## config.mk

```make
export PLATFORM = sky130hd
export DESIGN_NAME = muldiv_alu
export DESIGN_NICKNAME = d
export VERILOG_FILES = /design/src/rtl/muldiv_alu.sv
export SDC_FILE = /design/constraint.sdc
export NUM_CORES = 1
export LEC_CHECK = 0
export BUFFER_PORTS_ARGS = -buffer_cell sky130_fd_sc_hd__buf_2
export CORE_ASPECT_RATIO = 1.25
export CORE_MARGIN = 1.5
export CORE_UTILIZATION = 43
export CTS_CLUSTER_SIZE = 24
export DETAILED_ROUTE_END_ITERATION = 7
export GPL_ROUTABILITY_DRIVEN = 1
export PLACE_DENSITY = 0.62
export SLEW_MARGIN = 5
export SYNTH_ARGS = -nofsm -noshare
export SYNTH_HDL_FRONTEND = slang
export SYNTH_SLANG_ARGS = --single-unit
```

## constraint.sdc

```tcl
create_clock -name i_clk -period 6 [get_ports i_clk]
set_clock_uncertainty 0.2 [all_clocks]
set_input_delay 1.2 -clock i_clk [delete_from_list [all_inputs] [get_ports i_clk]]
set_output_delay 1.2 -clock i_clk [all_outputs]
set_load 0.02 [all_outputs]
```

## src/rtl/muldiv_alu.sv

```systemverilog
`default_nettype none
// ============================================================================
// Module   : muldiv_alu
// Purpose  : Registered integer ALU with HI/LO registers; the optional
//            iterative multiply/divide engine is enabled by MULDIV_ALU_MULDIV_EN.
// Revision : 1.0  initial release
// ============================================================================
module muldiv_alu #(
   parameter int NB_REG      = 32,
   parameter int NB_ALU_CTRL = 5
) (
   input  logic                   i_clk,
   input  logic                   i_reset,
   input  logic                   i_valid,
   output logic                   o_ready,
   input  logic [NB_ALU_CTRL-1:0] i_alu_ctrl,
   input  logic [NB_REG-1:0]      i_a,
   input  logic [NB_REG-1:0]      i_b,
   output logic                   o_valid,
   output logic [NB_REG-1:0]      o_result,
   output logic                   o_zero,
   output logic                   o_oe,
   output logic                   o_illegal
);

   localparam int C_NB_SH = $clog2(NB_REG);

   localparam logic [NB_ALU_CTRL-1:0] C_OP_SLL   = NB_ALU_CTRL'(32'h00);
   localparam logic [NB_ALU_CTRL-1:0] C_OP_SRL   = NB_ALU_CTRL'(32'h01);
   localparam logic [NB_ALU_CTRL-1:0] C_OP_SRA   = NB_ALU_CTRL'(32'h02);
   localparam logic [NB_ALU_CTRL-1:0] C_OP_ADD   = NB_ALU_CTRL'(32'h03);
   localparam logic [NB_ALU_CTRL-1:0] C_OP_SUB   = NB_ALU_CTRL'(32'h04);
   localparam logic [NB_ALU_CTRL-1:0] C_OP_AND   = NB_ALU_CTRL'(32'h05);
   localparam logic [NB_ALU_CTRL-1:0] C_OP_OR    = NB_ALU_CTRL'(32'h06);
   localparam logic [NB_ALU_CTRL-1:0] C_OP_XOR   = NB_ALU_CTRL'(32'h07);
   localparam logic [NB_ALU_CTRL-1:0] C_OP_NOR   = NB_ALU_CTRL'(32'h08);
   localparam logic [NB_ALU_CTRL-1:0] C_OP_SLT   = NB_ALU_CTRL'(32'h09);
   localparam logic [NB_ALU_CTRL-1:0] C_OP_SLL16 = NB_ALU_CTRL'(32'h0A);
   localparam logic [NB_ALU_CTRL-1:0] C_OP_EQ    = NB_ALU_CTRL'(32'h0B);
   localparam logic [NB_ALU_CTRL-1:0] C_OP_NEQ   = NB_ALU_CTRL'(32'h0C);
   localparam logic [NB_ALU_CTRL-1:0] C_OP_SLTU  = NB_ALU_CTRL'(32'h0D);
   localparam logic [NB_ALU_CTRL-1:0] C_OP_MFHI  = NB_ALU_CTRL'(32'h14);
   localparam logic [NB_ALU_CTRL-1:0] C_OP_MFLO  = NB_ALU_CTRL'(32'h15);
   localparam logic [NB_ALU_CTRL-1:0] C_OP_MTHI  = NB_ALU_CTRL'(32'h16);
   localparam logic [NB_ALU_CTRL-1:0] C_OP_MTLO  = NB_ALU_CTRL'(32'h17);

   logic                   w_accept;
   logic                   w_is_md;
   logic                   w_wb;
   logic [NB_REG-1:0]      w_wb_hi;
   logic [NB_REG-1:0]      w_wb_lo;

   logic                   r_cap_vld;
   logic [NB_ALU_CTRL-1:0] r_op;
   logic [NB_REG-1:0]      r_a;
   logic [NB_REG-1:0]      r_b;
   logic [NB_REG-1:0]      r_hi;
   logic [NB_REG-1:0]      r_lo;

   logic [C_NB_SH-1:0]     w_shamt;
   logic [NB_REG-1:0]      w_sum;
   logic [NB_REG-1:0]      w_diff;
   logic [NB_REG-1:0]      w_res;
   logic                   w_oe;
   logic                   w_ill;

   assign w_accept = i_valid & o_ready;

   // Single-cycle requests are captured here; the result registers one edge later.
   always_ff @(posedge i_clk or posedge i_reset) begin
      if (i_reset) begin
         r_cap_vld <= 1'b0;
         r_op      <= '0;
         r_a       <= '0;
         r_b       <= '0;
      end else begin
         r_cap_vld <= w_accept & ~w_is_md;
         if (w_accept & ~w_is_md) begin
            r_op <= i_alu_ctrl;
            r_a  <= i_a;
            r_b  <= i_b;
         end
      end
   end

   assign w_shamt = r_a[C_NB_SH-1:0];
   assign w_sum   = r_a + r_b;
   assign w_diff  = r_a - r_b;

   always_comb begin
      w_res = '0;
      w_oe  = 1'b0;
      w_ill = 1'b0;
      case (r_op)
         C_OP_SLL:   w_res = r_b << w_shamt;
         C_OP_SRL:   w_res = r_b >> w_shamt;
         C_OP_SRA:   w_res = $signed(r_b) >>> w_shamt;
         C_OP_ADD: begin
            w_res = w_sum;
            w_oe  = (r_a[NB_REG-1] == r_b[NB_REG-1]) && (w_sum[NB_REG-1] != r_a[NB_REG-1]);
         end
         C_OP_SUB: begin
            w_res = w_diff;
            w_oe  = (r_a[NB_REG-1] != r_b[NB_REG-1]) && (w_diff[NB_REG-1] != r_a[NB_REG-1]);
         end
         C_OP_AND:   w_res = r_a & r_b;
         C_OP_OR:    w_res = r_a | r_b;
         C_OP_XOR:   w_res = r_a ^ r_b;
         C_OP_NOR:   w_res = ~(r_a | r_b);
         C_OP_SLT:   w_res = {{(NB_REG-1){1'b0}}, ($signed(r_a) < $signed(r_b))};
         C_OP_SLL16: w_res = r_b << (NB_REG/2);
         C_OP_EQ:    w_res = {{(NB_REG-1){1'b0}}, (r_a == r_b)};
         C_OP_NEQ:   w_res = {{(NB_REG-1){1'b0}}, (r_a != r_b)};
         C_OP_SLTU:  w_res = {{(NB_REG-1){1'b0}}, (r_a < r_b)};
         C_OP_MFHI:  w_res = r_hi;
         C_OP_MFLO:  w_res = r_lo;
         C_OP_MTHI:  w_res = '0;
         C_OP_MTLO:  w_res = '0;
         default:    w_ill = 1'b1;
      endcase
   end

   // Flags only change on a completion so they hold between results.
   always_ff @(posedge i_clk or posedge i_reset) begin
      if (i_reset) begin
         o_valid   <= 1'b0;
         o_result  <= '0;
         o_zero    <= 1'b0;
         o_oe      <= 1'b0;
         o_illegal <= 1'b0;
         r_hi      <= '0;
         r_lo      <= '0;
      end else begin
         o_valid <= r_cap_vld | w_wb;
         if (w_wb) begin
            o_result  <= '0;
            o_zero    <= 1'b1;
            o_oe      <= 1'b0;
            o_illegal <= 1'b0;
            r_hi      <= w_wb_hi;
            r_lo      <= w_wb_lo;
         end else if (r_cap_vld) begin
            o_result  <= w_res;
            o_zero    <= (w_res == '0);
            o_oe      <= w_oe;
            o_illegal <= w_ill;
            if (r_op == C_OP_MTHI) r_hi <= r_a;
            if (r_op == C_OP_MTLO) r_lo <= r_a;
         end
      end
   end

`ifdef MULDIV_ALU_MULDIV_EN
   localparam logic [NB_ALU_CTRL-1:0] C_OP_MULT  = NB_ALU_CTRL'(32'h10);
   localparam logic [NB_ALU_CTRL-1:0] C_OP_MULTU = NB_ALU_CTRL'(32'h11);
   localparam logic [NB_ALU_CTRL-1:0] C_OP_DIV   = NB_ALU_CTRL'(32'h12);
   localparam logic [NB_ALU_CTRL-1:0] C_OP_DIVU  = NB_ALU_CTRL'(32'h13);

   localparam logic [1:0] C_ST_IDLE = 2'd0;
   localparam logic [1:0] C_ST_MUL  = 2'd1;
   localparam logic [1:0] C_ST_DIV  = 2'd2;
   localparam logic [1:0] C_ST_DONE = 2'd3;

   localparam logic [C_NB_SH-1:0] C_CNT_LAST = C_NB_SH'(NB_REG-1);

   logic [1:0]          r_state;
   logic [1:0]          w_state_nxt;
   logic                w_iter;
   logic                w_fix;
   logic [C_NB_SH-1:0]  r_cnt;
   logic [NB_REG-1:0]   r_acc_hi;
   logic [NB_REG-1:0]   r_acc_lo;
   logic [NB_REG-1:0]   r_opnd;
   logic                r_is_div;
   logic                r_neg_q;
   logic                r_neg_r;
   logic                r_wb;

   logic                w_sa;
   logic                w_sb;
   logic [NB_REG-1:0]   w_abs_a;
   logic [NB_REG-1:0]   w_abs_b;
   logic [NB_REG:0]     w_msum;
   logic [NB_REG:0]     w_drem;
   logic                w_dge;
   logic [NB_REG-1:0]   w_dsub;
   logic [2*NB_REG-1:0] w_prod_neg;

   assign w_is_md = (i_alu_ctrl == C_OP_MULT) || (i_alu_ctrl == C_OP_MULTU) ||
                    (i_alu_ctrl == C_OP_DIV)  || (i_alu_ctrl == C_OP_DIVU);

   always_ff @(posedge i_clk or posedge i_reset) begin
      if (i_reset) r_state <= C_ST_IDLE;
      else         r_state <= w_state_nxt;
   end

   always_comb begin
      w_state_nxt = r_state;
      case (r_state)
         C_ST_IDLE: if (w_accept && w_is_md) w_state_nxt = i_alu_ctrl[1] ? C_ST_DIV : C_ST_MUL;
         C_ST_MUL,
         C_ST_DIV:  if (r_cnt == C_CNT_LAST) w_state_nxt = C_ST_DONE;
         C_ST_DONE: w_state_nxt = C_ST_IDLE;
         default:   w_state_nxt = C_ST_IDLE;
      endcase
   end

   always_comb begin
      o_ready = (r_state == C_ST_IDLE);
      w_iter  = (r_state == C_ST_MUL) || (r_state == C_ST_DIV);
      w_fix   = (r_state == C_ST_DONE);
   end

   // Both engines run on magnitudes; signs are applied in DONE.
   assign w_sa    = ~i_alu_ctrl[0] & i_a[NB_REG-1];
   assign w_sb    = ~i_alu_ctrl[0] & i_b[NB_REG-1];
   assign w_abs_a = w_sa ? (~i_a + 1'b1) : i_a;
   assign w_abs_b = w_sb ? (~i_b + 1'b1) : i_b;

   assign w_msum     = {1'b0, r_acc_hi} + (r_acc_lo[0] ? {1'b0, r_opnd} : '0);
   assign w_drem     = {r_acc_hi, r_acc_lo[NB_REG-1]};
   assign w_dge      = (w_drem >= {1'b0, r_opnd});
   assign w_dsub     = w_drem[NB_REG-1:0] - r_opnd;
   assign w_prod_neg = ~{r_acc_hi, r_acc_lo} + 1'b1;

   always_ff @(posedge i_clk or posedge i_reset) begin
      if (i_reset) begin
         r_cnt    <= '0;
         r_acc_hi <= '0;
         r_acc_lo <= '0;
         r_opnd   <= '0;
         r_is_div <= 1'b0;
         r_neg_q  <= 1'b0;
         r_neg_r  <= 1'b0;
         r_wb     <= 1'b0;
      end else begin
         r_wb <= w_fix;
         if (w_accept && w_is_md) begin
            r_cnt    <= '0;
            r_acc_hi <= '0;
            r_is_div <= i_alu_ctrl[1];
            r_neg_r  <= w_sa;
            if (i_alu_ctrl[1]) begin
               r_acc_lo <= w_abs_a;
               r_opnd   <= w_abs_b;
               // Division by zero keeps the all-ones quotient unsigned.
               r_neg_q  <= (w_sa ^ w_sb) & (|i_b);
            end else begin
               r_acc_lo <= w_abs_b;
               r_opnd   <= w_abs_a;
               r_neg_q  <= w_sa ^ w_sb;
            end
         end else if (w_iter) begin
            r_cnt <= r_cnt + 1'b1;
            if (r_is_div) begin
               r_acc_hi <= w_dge ? w_dsub : w_drem[NB_REG-1:0];
               r_acc_lo <= {r_acc_lo[NB_REG-2:0], w_dge};
            end else begin
               r_acc_hi <= w_msum[NB_REG:1];
               r_acc_lo <= {w_msum[0], r_acc_lo[NB_REG-1:1]};
            end
         end else if (w_fix) begin
            if (r_is_div) begin
               if (r_neg_q) r_acc_lo <= ~r_acc_lo + 1'b1;
               if (r_neg_r) r_acc_hi <= ~r_acc_hi + 1'b1;
            end else if (r_neg_q) begin
               {r_acc_hi, r_acc_lo} <= w_prod_neg;
            end
         end
      end
   end

   assign w_wb    = r_wb;
   assign w_wb_hi = r_acc_hi;
   assign w_wb_lo = r_acc_lo;
`else
   assign w_is_md = 1'b0;
   assign o_ready = 1'b1;
   assign w_wb    = 1'b0;
   assign w_wb_hi = '0;
   assign w_wb_lo = '0;
`endif

endmodule
`default_nettype wire

```

==> results of run 1 <==
==> metrics by stage <==
stage / cell area [um^2] / std cells / setup WS [ns] / hold slack [ns] / utilization (%)
finish: 19400 / 2647 / 0.696 / 0.306 / 48.6
global route: 19400 / 2645 / 0.503 / 0.311 / 48.6
CTS: 19400 / 2645 / 0.834 / 0.306 / 48.6
detailed placement: 18800 / 2613 / 0.866 / 0.288 / 47.0
global placement: 18800 / 2613 / 0.881 / 0.282 / 47.0
floorplan: 17400 / 2055 / 1.36 / 0.172 / -
==> kinds of logic after synthesis <==
logic type / Yosys count / synth area share [%]
buf+inv: 286 / 7.15
mux: 215 / 17.9
compound gates: 625 / 24.3
fa+ha+maj: 107 / 7.78
flops: 170 / 24.5
xor+xnor: 21 / 1.06
other cells: 1 / 0.0216
simple gates: 630 / 17.3
==> cell type report <==
class	instances	share of cell area [%]
diodes	2	0.0257
clock buffers	17	2.19
clock inverters	15	1.03
inverters	103	2.01
multi-input cells	1599	61.5
flip-flops and latches	170	21.9
well taps	504	3.24
repair buffers	237	8.11
==> power by group through the flow <==
stage	sequential [W]	combinational [W]	clock (W)
after global routing	0.00158	0.00261	0.00129
after CTS	0.00155	0.00242	0.00125
after detailed placement	0.00157	0.00241	0
after floorplan	0.00155	0.00145	0
final	0.00156	0.00251	0.00125
after global placement	0.00157	0.00242	0
==> state kept, by name, indices dropped and copies added, names as in the netlist <==
signal / count
o_illegal: 1
o_oe: 1
o_result: 32
o_valid: 1
o_zero: 1
r_a: 32
r_b: 32
r_cap_vld: 1
r_hi: 32
r_lo: 32
r_op: 5
==> critical path, stage by stage, from the launching register on <==
cell and delay [ns]:
dfrtp_4 0.43, clkinv_1 0.44, fa_1 0.72, nor2_1 0.19, o31ai_1 0.11, a22oi_1 0.20, o211ai_1 0.14, a2111oi_0 1.09
buf_4 0.29, nand3_1 0.09, nor4_1 0.20, buf_4 0.16, nand4_1 0.13, nor4_1 0.33, buf_4 0.18, nand4_1 0.10
o32ai_2 0.21
==> cells in the final DEF (no fill, tap or decap), types with 45 or more instances in the layout <==
cell type	instances
a21oi_1	151
buf_2	106
buf_4	126
dfrtp_1	165
ha_1	105
inv_1	101
mux2_2	99
mux2i_1	50
mux4_2	59
nand2_1	205
nand3_1	45
nor2_1	153
nor3_1	53
o21ai_0	130
==> worst paths after layout <==
kind | startpoint | endpoint | slack [ns] | cells past startpoint
min in group asynchronous | i_reset | o_result[19]$_DFFE_PP0P_ | 0.70 | 2
hold / removal | r_hi[7]$_DFFE_PP0P_ | r_hi[7]$_DFFE_PP0P_ | 0.31 | 1
setup / recovery | r_a[1]$_DFFE_PP0P_ | o_zero$_DFFE_PP0P_ | 0.70 | 16
max in group asynchronous | i_reset | r_a[1]$_DFFE_PP0P_ | 3.95 | 3
hold reg to reg | r_hi[7]$_DFFE_PP0P_ | r_hi[7]$_DFFE_PP0P_ | 0.31 | 1
setup reg to reg | r_a[1]$_DFFE_PP0P_ | o_zero$_DFFE_PP0P_ | 0.70 | 16
==> layer usage <==
metal | share of wire [%] | GRT usage [%] | vias up
met5 | 0.034 | 0 | -
met4 | 11 | 39.1 | 6
met3 | 9.8 | 10.6 | 459
met2 | 44 | 68.1 | 1472
met1 | 36 | 53.3 | 9168
li1 | - | - | 7847
==> reports/qor.csv, run 1 <==
metric;value;unit
CTS Buf Count;17;
Die Width;183;um
register area share after synthesis;24.5;%
Logic pwr share;47.2;%
# Post-CTS Setup Buffers;0;
internal power;0.00290;W
H-tree depth;4;
DPL Wire Length;71.4;mm
Pwr Total;0.00532;W
largest net degree at the start of global routing;117;
Cell Area, Synth;17400;um^2
power per cell area;274;nW/um^2
clk slew on worst S/H paths;0.08;ns
Final nets;2307;
setup_tns;0;ns
Mapped Avg Cell Area;8.46;um^2
die height;228;um
initial antenna violation count;5;
Hold Path Class;reg -> reg;
DR DRC count;0;
Setup CP Type;reg -> reg;
Syn Nets;2234;
Skew-Pair Late Insertion Delay;0.49;ns
TritonCTS Sinks;170;
period utilization;88.4;%
post-synthesis async set-or-reset flop share;100;%
Initial DRC Count;2764;
Mapped Cells;2055;
Psw;0.00242;W
Leakage;8.34;nW
critical path arrival;5.50;ns
gr ovfl total;0;
most common cell in the synthesized netlist;nand2_1;
Main synth FF type;dfrtp_1;
Post-Route WL;94.4;mm
CTS root buf;clkbuf_16;
Synth area leaders;dfrtp_1 24%, mux4_2 7.6%, ha_1 7.6%;
top post-synthesis cells by count;205 x nand2_1, 170 x dfrtp_1, 160 x nor2_1;
ANT nets after route;0;
# rows;82;
share of layout cells above drive strength 1;22.0;%
Overall Global Routing Usage;45.0;%
Clock Path Buffers;2;
total I/O pin count;109;
CTS tree;done;
Flop pwr share;29.3;%
CP required;6.19;ns
GP Congestion;1.05;
Fmax achieved;0.189;GHz
RSZ-0062 raised after global routing;no;
Initial DRT Pass Iterations;6;
vias;19000;
Die Area;41700;um^2
vias in the first global route;18500;
Fill cells;3903;
Multi-input gate area;11900;um^2
#FFs+latches synth;170;
Final Hold Fails;0;
max-cap viol count;0;
Starting Density;43.5;%
CP max FO;10;
drt wl/cell;35.7;um
Setup Viol. Count Final;0;
max-slew violation count;0;
worst vdd ir;225;uV
# port buffers;107;
number of synthesized flops with an enable pin;0;
Cell variety after synth;91;
Slew @ Worst Pin;1.43;ns
Clk pwr share;23.5;%
post-synth top area share;24.5;%
Synth area leader;dfrtp_1;
total core area;40000;um^2
Layout area overhead;11.8;%
Setup crit end kind;flip-flop;
Switching Share;45.6;%
startpoint class of the critical path;flip-flop;
CTS-repair resized insts;0;
Sequential Area;4260;um^2
Synth warnings;0;
first-pass GRT wire length;134;mm
max_slew headroom;3.25;%
outcome;finished clean;
vias per inst;7.16;
hold buffers post-CTS;0;
minimum clock period;5.30;ns
(Power assumes the default switching activity.)
==> run 2, diff against run 1 <==
- PLACE_DENSITY: 0.62 -> 0.6
- clock period: 6 -> 6.2 ns (I/O delays scaled with it)
==> reports/qor.csv, run 2 (synthesized netlist as in run 1, its figures left out) <==
metric;value;unit
outcome;finished clean;
DPL Wire Length;70.5;mm
Post-Route WL;94.1;mm
GP Congestion;1.10;
H-tree depth;4;
Leakage;8.22;nW
vias per inst;7.15;
Slew @ Worst Pin;1.23;ns
setup_tns;0;ns
Starting Density;43.5;%
Worst Path Buf+Inv;3;
share of layout cells above drive strength 1;21.0;%
max_slew headroom;17.3;%
die height;228;um
clk slew on worst S/H paths;0.08;ns
Initial DRT Pass Iterations;8;
Critical Path Slowest Stage Cell;nor4_1;
CTS-repair resized insts;0;
worst vdd ir;251;uV
gr ovfl total;0;
max-cap viol count;0;
most common cell after layout, fill and taps aside;nand2_1;
critical path arrival;6.08;ns
first-pass GRT wire length;133;mm
CTS Buf Count;17;
post-route cell area;19200;um^2
commonest non-fill, non-tap cells in the layout;205 x nand2_1, 165 x dfrtp_1, 154 x nor2_1, 151 x a21oi_1, 130 x o21ai_0;
Skew-Pair Late Insertion Delay;0.49;ns
Placement Cell Area;18600;um^2
startpoint class of the critical path;flip-flop;
Fill cells;3965;
drt wl/cell;35.9;um
TritonCTS Sinks;170;
total core area;40000;um^2
Final nets;2285;
CTS tree;done;
Critical Path, Cell by Cell;buf_4 -> inv_1 -> ha_1 -> nor4_1 -> nand4_1 -> nor4_1 -> mux2i_1 -> a211o_1 -> a211o_1 -> nor3_2 -> nand4_1 -> nor4_1 -> buf_4 -> nand4_1 -> o32ai_2;
ANT nets after route;0;
Die Width;183;um
# rows;82;
CP max stage delay;1.05;ns
Setup WS post-layout;0.316;ns
CP max FO;12;
vias;18800;
# port buffers;107;
RSZ-0062 raised after global routing;no;
minimum clock period;5.88;ns
largest net degree at the start of global routing;88;
Setup CP Type;reg -> reg;
DR DRC count;0;
Clock Path Buffers;2;
Hold Path Class;reg -> reg;
pre-CTS setup slack;0.492;ns
Die Area;41700;um^2
initial antenna violation count;5;
Initial DRC Count;2597;
Setup Viol. Count Final;0;
Setup crit end kind;flip-flop;
max-slew violation count;0;
total I/O pin count;109;
period utilization;94.9;%
power per cell area;264;nW/um^2
CP required;6.39;ns
vias in the first global route;18200;
delay-heaviest family, CP;simple AND/OR/NAND/NOR gates;
# Post-CTS Setup Buffers;0;
CTS root buf;clkbuf_16;
Overall Global Routing Usage;44.9;%
hold buffers post-CTS;0;
Layout area overhead;10.4;%
Final Hold Fails;0;
Fin Hold WS;0.310;ns
Fmax achieved;0.170;GHz
-- run 2: power by group --
group | leakage, nW | switching [W] | internal [W] | total (W)
clock | 0.299 | 0.000563 | 0.000619 | 0.00118
sequential | 2.11 | 0.000208 | 0.00132 | 0.00153
combinational | 5.82 | 0.00153 | 0.000833 | 0.00236
-- run 2: layout make-up --
class	instances	area (um^2)	area share (%)
inverters	103	394	2.05
flip-flops and latches	170	4260	22.2
multi-input cells	1599	11900	62.1
repair buffers	215	1370	7.16
diodes	2	5.00	0.0261
clock buffers	19	443	2.31
well taps	504	631	3.28
clock inverters	13	161	0.841
-- run 2: final timing paths --
| check | to | start | cells after the start | slack [ns] |
|---|---|---|---|---|
| worst max-delay path | o_zero$_DFFE_PP0P_ | r_b[23]$_DFFE_PP0P_ | 15 | 0.32 |
| worst min register to register | r_hi[11]$_DFFE_PP0P_ | r_hi[11]$_DFFE_PP0P_ | 1 | 0.31 |
| worst min-delay path | r_hi[11]$_DFFE_PP0P_ | r_hi[11]$_DFFE_PP0P_ | 1 | 0.31 |
| max in group asynchronous | r_hi[23]$_DFFE_PP0P_ | i_reset | 3 | 4.00 |
| worst max register to register | o_zero$_DFFE_PP0P_ | r_b[23]$_DFFE_PP0P_ | 15 | 0.32 |
| min in group asynchronous | r_a[3]$_DFFE_PP0P_ | i_reset | 2 | 0.65 |
-- run 2: per-stage QoR --
step                cells  utilization, %  total power (W)
floorplan            2055               -          0.00290
global placement     2591            46.5          0.00379
detailed placement   2591            46.5          0.00380
CTS                  2623            48.0          0.00498
global route         2623            48.0          0.00523
finish               2625            48.0          0.00507
-- run 2: per-layer routing --
layer	GRT usage, %	vias up	part of all wire [%]
met5	0	-	0.049
met4	36.5	6	10
met3	11.1	447	10
met2	69.2	1413	44
met1	53.0	9107	36
li1	-	7797	-
